<file path="config.mk">
export PLATFORM = sky130hd
export DESIGN_NAME = uart_alu_parser
export DESIGN_NICKNAME = d
export VERILOG_FILES = /design/src/rtl/uart_alu_parser.sv
export SDC_FILE = /design/constraint.sdc
export NUM_CORES = 1
export LEC_CHECK = 0
export ABC_AREA = 1
export BUFFER_PORTS_ARGS = -buffer_cell sky130_fd_sc_hd__buf_2
export CAP_MARGIN = 20
export CORE_UTILIZATION = 60
export DETAILED_ROUTE_END_ITERATION = 10
export PLACE_DENSITY = 0.95
export SLEW_MARGIN = 20
export SYNTH_ARGS = -nofsm -noshare
export SYNTH_HDL_FRONTEND = slang
export SYNTH_SLANG_ARGS = --single-unit
</file>
<file path="constraint.sdc">
create_clock -name clk_i -period 3.38 [get_ports clk_i]
set_input_delay 0.676 -clock clk_i [delete_from_list [all_inputs] [get_ports clk_i]]
set_output_delay 0.676 -clock clk_i [all_outputs]
set_load 0.02 [all_outputs]
</file>
<file path="src/rtl/uart_alu_parser.sv">
// Packet parser between UART RX and the ALU datapath.
// Decodes a 4-byte header, then echoes bytes, gathers LE words, or drains the payload.
module uart_alu_parser #(
  parameter logic [7:0]  OP_ECHO = 8'hEC,
  parameter logic [7:0]  OP_ADD  = 8'hA0,
  parameter logic [7:0]  OP_MUL  = 8'hA1,
  parameter logic [7:0]  OP_DIV  = 8'hA2,
  parameter int unsigned MIN_OPS = 2
) (
  input  logic        clk_i,
  input  logic        rst_i,
  input  logic [7:0]  rx_data_i,
  input  logic        rx_valid_i,
  output logic        rx_ready_o,
  output logic [7:0]  op_o,
  output logic [31:0] word_o,
  output logic        word_valid_o,
  output logic        word_first_o,
  output logic        word_last_o,
  input  logic        word_ready_i,
  output logic [7:0]  echo_data_o,
  output logic        echo_valid_o,
  input  logic        echo_ready_i,
  output logic        err_o
);

  typedef enum logic [2:0] {
    S_OPCODE,
    S_RSVD,
    S_LEN_LO,
    S_LEN_HI,
    S_ECHO,
    S_GATHER,
    S_EMIT,
    S_DRAIN
  } state_t;

  state_t      state_q;
  state_t      state_d;
  logic [7:0]  op_hold;
  logic [7:0]  len_lo;
  logic [15:0] cnt;
  logic [1:0]  byte_idx;
  logic        first_pend;
  logic        err_d;

  logic [15:0] len;
  logic [15:0] pay;
  logic [13:0] nops;
  logic        is_alu;
  logic        ops_ok;
  logic        accept;
  logic        cnt_last;

  assign len      = {rx_data_i, len_lo};
  assign pay      = len - 16'd4;
  assign nops     = pay[15:2];
  assign is_alu   = (op_hold == OP_ADD) || (op_hold == OP_MUL)
                 || (op_hold == OP_DIV);
  assign ops_ok   = (op_hold == OP_DIV) ? (nops == 14'd2)
                  : ({18'd0, nops} >= MIN_OPS);
  assign cnt_last = (cnt == 16'd1);

  // ECHO is a zero-latency pass-through gated by the TX path
  assign rx_ready_o   = (state_q == S_EMIT) ? 1'b0
                      : (state_q == S_ECHO) ? echo_ready_i
                      : 1'b1;
  assign accept       = rx_valid_i & rx_ready_o;
  assign echo_valid_o = (state_q == S_ECHO) & rx_valid_i;
  assign echo_data_o  = (state_q == S_ECHO) ? rx_data_i : 8'h00;

  always_ff @(posedge clk_i) begin
    if (rst_i) state_q <= S_OPCODE;
    else       state_q <= state_d;
  end

  always_comb begin
    state_d = state_q;
    err_d   = 1'b0;
    unique case (state_q)
      S_OPCODE: if (accept) state_d = S_RSVD;
      S_RSVD:   if (accept) state_d = S_LEN_LO;
      S_LEN_LO: if (accept) state_d = S_LEN_HI;
      S_LEN_HI: begin
        if (accept) begin
          if (len < 16'd4) begin
            err_d   = 1'b1;
            state_d = S_OPCODE;
          end else if (pay == 16'd0) begin
            state_d = S_OPCODE;
          end else if (op_hold == OP_ECHO) begin
            state_d = S_ECHO;
          end else if (is_alu && (pay[1:0] == 2'd0) && ops_ok) begin
            state_d = S_GATHER;
          end else begin
            err_d   = 1'b1;
            state_d = S_DRAIN;
          end
        end
      end
      S_ECHO:   if (accept && cnt_last) state_d = S_OPCODE;
      S_GATHER: if (accept && byte_idx == 2'd3) state_d = S_EMIT;
      S_EMIT: begin
        if (word_ready_i)
          state_d = word_last_o ? S_OPCODE : S_GATHER;
      end
      S_DRAIN:  if (accept && cnt_last) state_d = S_OPCODE;
      default:  state_d = S_OPCODE;
    endcase
  end

  always_ff @(posedge clk_i) begin
    if (rst_i) begin
      op_hold      <= 8'h00;
      len_lo       <= 8'h00;
      cnt          <= 16'd0;
      byte_idx     <= 2'd0;
      first_pend   <= 1'b0;
      op_o         <= 8'h00;
      word_o       <= 32'd0;
      word_valid_o <= 1'b0;
      word_first_o <= 1'b0;
      word_last_o  <= 1'b0;
      err_o        <= 1'b0;
    end else begin
      err_o <= err_d;
      unique case (state_q)
        S_OPCODE: if (accept) op_hold <= rx_data_i;
        S_LEN_LO: if (accept) len_lo <= rx_data_i;
        S_LEN_HI: begin
          if (accept) begin
            op_o       <= op_hold;
            cnt        <= pay;
            byte_idx   <= 2'd0;
            first_pend <= 1'b1;
          end
        end
        S_GATHER: begin
          if (accept) begin
            word_o   <= {rx_data_i, word_o[31:8]};
            cnt      <= cnt - 16'd1;
            byte_idx <= byte_idx + 2'd1;
            if (byte_idx == 2'd3) begin
              word_valid_o <= 1'b1;
              word_first_o <= first_pend;
              word_last_o  <= cnt_last;
              first_pend   <= 1'b0;
            end
          end
        end
        S_EMIT: begin
          if (word_ready_i) begin
            word_valid_o <= 1'b0;
            word_first_o <= 1'b0;
            word_last_o  <= 1'b0;
          end
        end
        S_ECHO, S_DRAIN: if (accept) cnt <= cnt - 16'd1;
        default: ;
      endcase
    end
  end

endmodule

</file>
==> impl_results.md, run 1 <==
- Antenna violations before repair: 0
- Seq/Total Area, Yosys: roughly two fifths
- Latest clock arrival within the worst-skew pair: approximately 0.38 ns
- Outcome: finished clean
- P&R area growth vs syn: 12.9%
- Post-route design area: roughly 4700 µm²
- Routed length per instance: 15.0 µm
- DR vias/cell: 5.74
- Place WS: 1.15 ns
- FF-to-FF setup slack: 1.25 ns
- GRT Total Usage: 31.3%
- Synth Instances: 614
- Ys flop type: dfxtp_1
- Sw Share: 30.2%
- Slew of the pin with the lowest slew margin: 0.520 ns
- Kind of critical path: reg2out
- Main combinational cell family by area after synthesis: simple AND/OR/NAND/NOR gates
- Post-synthesis compound-gate area fraction: 19.8%
- CTS H-tree lvls: 3
- R2r startpoint: state_q[0]
- Simple-Gate Fraction of Synth Area: 28.5%
- Slew headroom: between 60% and 70%
- Max IR drop VDD: 0.328 mV
- Worst Setup SP: state_q[2]
- Critical Path AT: roughly 1.9 ns
- Drt total wl: 11400 µm
- P_leak: around 2.3 nW
- Clock-pin slew on the worst setup and hold paths: 0.10 ns
- Fmax: 396 MHz
- Seq pwr share: 49.5%
- Clk pwr share: slightly below 40%
- Placed cell count: 739
- Resized cells post-CTS: 0
- Syn Area/Cell: 6.83 µm²
- Final-layout fill cell count: 531
- Via count: approximately 4.3k
- Multi-input logic area: 2170 µm²
- Reg2reg path depth: 9
- Final period util: 74.8%
- Starting Density: 62.0%
- #FFs+latches synth: 82
- Gpl congestion: 1.04
- Startpoint type of the worst setup path: flop
- Cell variety after synth: 38
- Buffers on Ports: 66
- Die height: 85.6 µm
- Hold Slack: about 0.47 ns
- Post-route setup slack: 0.853 ns
- Cts bufs inserted: 9
- ANT cells: 0
- Mapped Nets: 633
- Root cell of the clock tree: clkbuf_8
- Core area: 6760 µm²
- Total power: 2.03 mW
- Residual DRC: 0
- Netlist Area Pre-Place: 4190 µm²
- Vias in the first global route: 3875
- Critical Path End: echo_data_o[1]
- Final setup TNS: 0 ns
- Xor/xnor share of the synthesized area: under 10%
- Ys async rst share: 0%
- Cell Area, Placed: 4520 µm²
- Final ANT Viol Nets: 0
- Minimum clock period: 2.53 ns
- Fin. max-slew vios: 0
- FP Rows: 30
- Largest net degree at the start of global routing: 48
- Post-synth EDFFs: 0
- Critical path required time: 2.70 ns
- Fin util: a little over two thirds
- I/O pin cnt: 67
- Multiplexer area fraction after synthesis: 0%
- Ratio of cells with drive above 1 in the final layout: 19.3%
- Max-capacitance violation count: 0
- Reg-to-reg critical path endpoint: cnt[11]
- Flip-flop and latch area: 1640 µm²
- Cell Pwr Density: 429 nW/µm²
- Deepest clock path buffer count: 2
- Synth top cells by count: nor2_1 (116), nand2_1 (107), dfxtp_1 (82)
- Final setup fails: 0
- Initial DRC Count: 388
- DRT Pass-1 Iters: 7
- Top cells by area, synth: dfxtp_1 (39%), nor2_1 (10%), nand2_1 (9.6%), o21ai_0 (7.0%), a21oi_1 (6.4%)
- Hold buffers post-CTS: 0
- Worst hold path type: reg2reg
- Psw: 613 µW
- CP max FO: 9
- Die area: 7320 µm²
- Int Power: 1.42 mW
- Die W: 85.6 µm
- CTS tree: built
- RSZ-0062 raised after global routing: false
- Cell taking the most area after synthesis: dfxtp_1
- Layout Nets: 689
- Critical path endpoint category: primary output
- Ys Warns: 0
- Clock tree sinks: slightly above 80
- Hold Vio Cnt, Final: 0
- GRT overflow: 0
- Count leader, synth: nor2_1
- Non-Filler Instances: 755
- Hpwl dp: around 7700 µm
- Global-route wire length before repair: 18100 µm
- Worst Skew: between 0.015 and 0.02 ns
- Synth Area in Adders: 1.79%
- Combinational share of power: 11.5%
- Synth top area share: 39.2%
- Post-CTS Setup Inserts: 0
==> how the worst min path moves through the flow <==
stage / to / slack [ns] / start / cells past startpoint
detailed placement: op_o[3] / 0.46 / op_o[3] / 2
floorplan: cnt[7] / 0.44 / cnt[7] / 2
global placement: cnt[7] / 0.45 / cnt[7] / 2
global route: word_first_o / 0.49 / word_first_o / 2
CTS: word_first_o / 0.47 / word_first_o / 2
finish: word_first_o / 0.47 / word_first_o / 2
==> logic make-up after synthesis <==
logic type      after synthesis
compound gates              147
xor+xnor                      8
fa+ha+maj                     6
buf+inv                      91
flops                        82
simple gates                280
==> power groups by stage <==
stage                     combinational [mW]  sequential (mW)  clock (mW)
after detailed placement               0.223             1.03           0
after floorplan                        0.171             1.02           0
after global placement                 0.217             1.03           0
after global routing                   0.256             1.01       0.828
final                                  0.234             1.01       0.792
after CTS                              0.227             1.01       0.783
==> worst max-delay path: stages (launching register included) <==
cell and delay [ns]:
dfxtp_1 0.48, nand2_2 0.14, nor2_2 0.19, clkinv_1 0.32, nor2_1 0.18, buf_2 0.19
==> layout make-up <==
class	count	share of cell area, %
flip-flops and latches	82	34.7
well taps	80	2.12
inverters	67	5.31
multi-input cells	441	45.9
repair buffers	69	7.46
clock inverters	7	1.90
clock buffers	9	2.62
==> registers in the layout, indices dropped and copies added (netlist names) <==
signal        flops
word_valid_o      1
word_o           32
err_o             1
word_first_o      1
byte_idx          2
op_hold           8
word_last_o       1
first_pend        1
cnt              16
op_o              8
len_lo            8
state_q           3
==> per-layer routing <==
metal	GRT usage, %	vias up	share of wire, %
li1	-	2099	-
met1	39.8	1972	42
met2	51.6	231	48
met3	6.16	29	8.1
met4	14.2	0	1.9
met5	0	-	0
==> cell usage in the layout (no fill, tap or decap), types with 4 or more instances in the layout <==
cell	n
a21oi_1	54
dfxtp_1	82
o21ai_0	59
nand2_2	7
o211ai_1	4
buf_2	66
inv_1	53
xor2_1	7
nor2_1	116
nor2_2	8
a21oi_2	4
nand2_1	107
inv_2	13
ha_1	6
nor2_4	5
nor3_1	9
o21ai_1	9
nand3_1	17
clkbuf_8	9
nand4_1	6
Power figures use the tool's default switching activity.
==> run 2: changes to the inputs <==
--- a/config.mk
+++ b/config.mk
@@ -5,12 +5,12 @@
 export SDC_FILE = /design/constraint.sdc
 export NUM_CORES = 1
 export LEC_CHECK = 0
-export ABC_AREA = 1
+export ABC_AREA = 0
 export BUFFER_PORTS_ARGS = -buffer_cell sky130_fd_sc_hd__buf_2
 export CAP_MARGIN = 20
-export CORE_UTILIZATION = 60
+export CORE_UTILIZATION = 51
 export DETAILED_ROUTE_END_ITERATION = 10
-export PLACE_DENSITY = 0.95
+export PLACE_DENSITY = 0.88
 export SLEW_MARGIN = 20
 export SYNTH_ARGS = -nofsm -noshare
 export SYNTH_HDL_FRONTEND = slang
==> constraint.sdc (replaced) <==
create_clock -name clk_i -period 2.1 [get_ports clk_i]
set_input_delay 0.42 -clock clk_i [delete_from_list [all_inputs] [get_ports clk_i]]
set_output_delay 0.42 -clock clk_i [all_outputs]
set_load 0.02 [all_outputs]
==> impl_results.md, run 2 <==
- Drt total wl: 11600 µm (was 11400 µm)
- Post-route setup slack: -0.0666 ns (was 0.853 ns)
- Hpwl dp: 7890 µm (was 7740 µm)
- Reg-to-reg critical path endpoint: state_q[0] (was cnt[11])
- Fmax: 462 MHz
- P&R area growth vs syn: 25.0% (was 12.9%)
- FP Rows: 32 (was 30)
- Fin. max-slew vios: 0 (unchanged)
- CTS H-tree lvls: 3 (unchanged)
- Buffers on Ports: 66 (unchanged)
- Gpl congestion: 0.983 (was 1.04)
- ANT cells: 0 (unchanged)
- Cell variety after synth: 56 (was 38)
- Final period util: 103%
- Layout Nets: 658 (was 689)
- Slew headroom: 62.0% (was 65.2%)
- Final ANT Viol Nets: 0 (unchanged)
- Worst hold path type: in2reg (was reg2reg)
- Failing checks: setup timing
- Most frequent cells in the layout: nand2_1 (137), dfxtp_1 (79), a21oi_1 (73) (was nor2_1 (116), nand2_1 (107), dfxtp_1 (82))
- Most common cell after layout, fill and taps aside: nand2_1 (was nor2_1)
- Deepest clock path buffer count: 2 (unchanged)
- FF-to-FF setup slack: -0.07 ns (was 1.25 ns)
- Slew of the pin with the lowest slew margin: 0.570 ns (was 0.520 ns)
- Kind of critical path: reg2reg (was reg2out)
- Residual DRC: 0 (unchanged)
- Mapped Nets: 571 (was 633)
- Largest register by flop count: word_o (unchanged)
- Critical Path AT: 2.41 ns (was 1.85 ns)
- P_leak: 2.07 nW (was 2.32 nW)
- Core area: 7770 µm² (was 6760 µm²)
- Worst Skew: 0.0106 ns (was 0.0152 ns)
- Cts bufs inserted: 9 (unchanged)
- Top cells by area, synth: dfxtp_1 (40%), nand2_1 (13%), a21oi_1 (8.9%), nor2_1 (3.7%), o21ai_0 (3.1%) (was dfxtp_1 (39%), nor2_1 (10%), nand2_1 (9.6%), o21ai_0 (7.0%), a21oi_1 (6.4%))
- Hold buffers post-CTS: 0 (unchanged)
- Placed cell count: 725 (was 739)
- Count leader, synth: nand2_1 (was nor2_1)
- DRT Pass-1 Iters: 6 (was 7)
- Critical Path End: state_q[0] (was echo_data_o[1])
- #FFs+latches synth: 82 (unchanged)
- Critical path endpoint category: flop (was primary output)
- Clock-pin slew on the worst setup and hold paths: 0.09 ns (was 0.10 ns)
- Critical path required time: 2.34 ns (was 2.70 ns)
- Die W: 91.6 µm (was 85.6 µm)
- Initial DRC Count: 463 (was 388)
- Reg2reg path depth: 8 (was 9)
- R2r startpoint: len_lo[4] (was state_q[0])
- Synth top area share: 40.1% (was 39.2%)
- Hold Vio Cnt, Final: 0 (unchanged)
- Outcome: complete, but fails checks (was finished clean)
- Max-capacitance violation count: 0 (unchanged)
- Clock tree sinks: 82 (unchanged)
- DR vias/cell: 5.84 (was 5.74)
- Hold Slack: 0.361 ns (was 0.468 ns)
- Synth Instances: 552 (was 614)
- Largest register FFs: 32 (unchanged)
- Synth top cells by count: nand2_1 (138), dfxtp_1 (82), a21oi_1 (73) (was nor2_1 (116), nand2_1 (107), dfxtp_1 (82))
- Cell Pwr Density: 638 nW/µm² (was 429 nW/µm²)
- Die area: 8400 µm² (was 7320 µm²)
- Via count: 4360 (was 4331)
- Routed length per instance: 15.5 µm (was 15.0 µm)
- Syn Area/Cell: 7.42 µm² (was 6.83 µm²)
- I/O pin cnt: 67 (unchanged)
- Seq/Total Area, Yosys: 40.1% (was 39.2%)
- GRT Total Usage: 28.1% (was 31.3%)
- RSZ-0062 raised after global routing: true (was false)
- Ys flop type: dfxtp_1 (unchanged)
- Max IR drop VDD: 0.473 mV (was 0.328 mV)
- Antenna violations before repair: 0 (unchanged)
- CTS tree: built (unchanged)
- Cell taking the most area after synthesis: dfxtp_1 (unchanged)
- GRT overflow: 0 (unchanged)
- Ys Warns: 0 (unchanged)
- Die height: 91.6 µm (was 85.6 µm)
- Final setup fails: 3 (was 0)
- Largest net degree at the start of global routing: 40 (was 48)
- Post-synth EDFFs: 0 (unchanged)
- Latest clock arrival within the worst-skew pair: 0.37 ns (was 0.38 ns)
- Root cell of the clock tree: clkbuf_8 (unchanged)
- Non-Filler Instances: 746 (was 755)
- Ratio of cells with drive above 1 in the final layout: 25.0% (was 19.3%)
- Worst Setup SP: len_lo[4] (was state_q[2])
- Minimum clock period: approximately 2.2 ns
- Top flop regs: word_o (32), cnt (16) (unchanged)
- Starting Density: 52.8% (was 62.0%)
- Global-route wire length before repair: 18800 µm (was 18100 µm)
- Netlist Area Pre-Place: 4100 µm² (was 4190 µm²)
- Ys async rst share: 0% (unchanged)
- Startpoint type of the worst setup path: flop (unchanged)
- CP max FO: 6 (was 9)
- Final setup TNS: -0.174 ns (was 0 ns)
- Vias in the first global route: 4071 (was 3875)
[run 2: cell types whose count changed in the layout (fill, tap and decap cells not counted), moves of 12 or more]
| cell | delta |
|---|---|
| nor2_1 | -77 |
| buf_4 | +43 |
| and3_1 | +12 |
| o21ai_0 | -36 |
| nand2_1 | +30 |
| inv_1 | -44 |
| a21oi_1 | +19 |
[run 2: cells by family after synthesis]
group	count (synthesis)	share of synthesized area [%]
AOI/OAI and AO/OA	133	18.7
xor gates and xnor gates	9	1.92
adders and majority gates	6	1.83
buffers and inverters	51	5.19
DFF	82	40.1
muxes	8	1.95
and+or+nand+nor	263	30.3
[run 2: metrics by stage]
step	area [µm²]	util (%)	worst slack [ns]	total power, mW
floorplan	4110	-	-0.0629	1.83
global placement	4740	61.1	-0.165	1.93
detailed placement	4740	61.1	-0.268	1.94
CTS	5060	65.1	-0.0716	3.26
global route	5120	65.9	-0.194	3.38
finish	5120	65.9	-0.0666	3.27
[run 2: worst min-delay path by stage]
stage                 startpoint            to  slack [ns]  cells after the start
global placement    word_first_o  word_first_o        0.44                      2
global route        rx_data_i[4]    word_o[28]        0.39                      3
detailed placement  word_first_o  word_first_o        0.44                      2
floorplan                 cnt[1]        cnt[1]        0.45                      2
CTS                 rx_data_i[4]    word_o[28]        0.35                      3
finish              rx_data_i[4]    word_o[28]        0.36                      3
[run 2: final cells by class]
class                           count  area (µm²)
Fill cell                         617        2650
Clock buffer                        9         124
Tap cell                          102         128
Timing Repair Buffer              116         729
Inverter                           11        41.3
Multi-Input combinational cell    419        2340
Sequential cell                    82        1650
Clock inverter                      7         111
[run 2: layer usage]
metal  part of all wire (%)  vias to the layer above  GRT usage, %  routed length (µm)
met1                     41                     2018          35.4                4790
met5                      0                        -             0                   0
li1                       -                     2084             -                   -
met2                     49                      228          46.7                5620
met3                    7.6                       30          5.39                 878
met4                    2.3                        0          12.0                 261
[run 2: report_power, final]
group,switching [mW],internal (mW)
sequential,0.0266,1.57
clock,0.641,0.692
combinational,0.204,0.129
total,0.871,2.39
[run 2: critical path, stage by stage, from the launching register on]
cell and delay [ns]:
dfxtp_1 0.41, nor4_1 0.37, buf_4 0.18, a41o_1 0.18, a21oi_1 0.07, o2bb2ai_1 0.30
nand4_2 0.21, a311oi_2 0.26, a211oi_2 0.05
[run 2: repair_timing]
action / CTS / global route
gates resized for setup: 11 / 14
setup buffers: 4 / 2
setup endpoints to repair: 5 / 15
pin swaps: 7 / 14
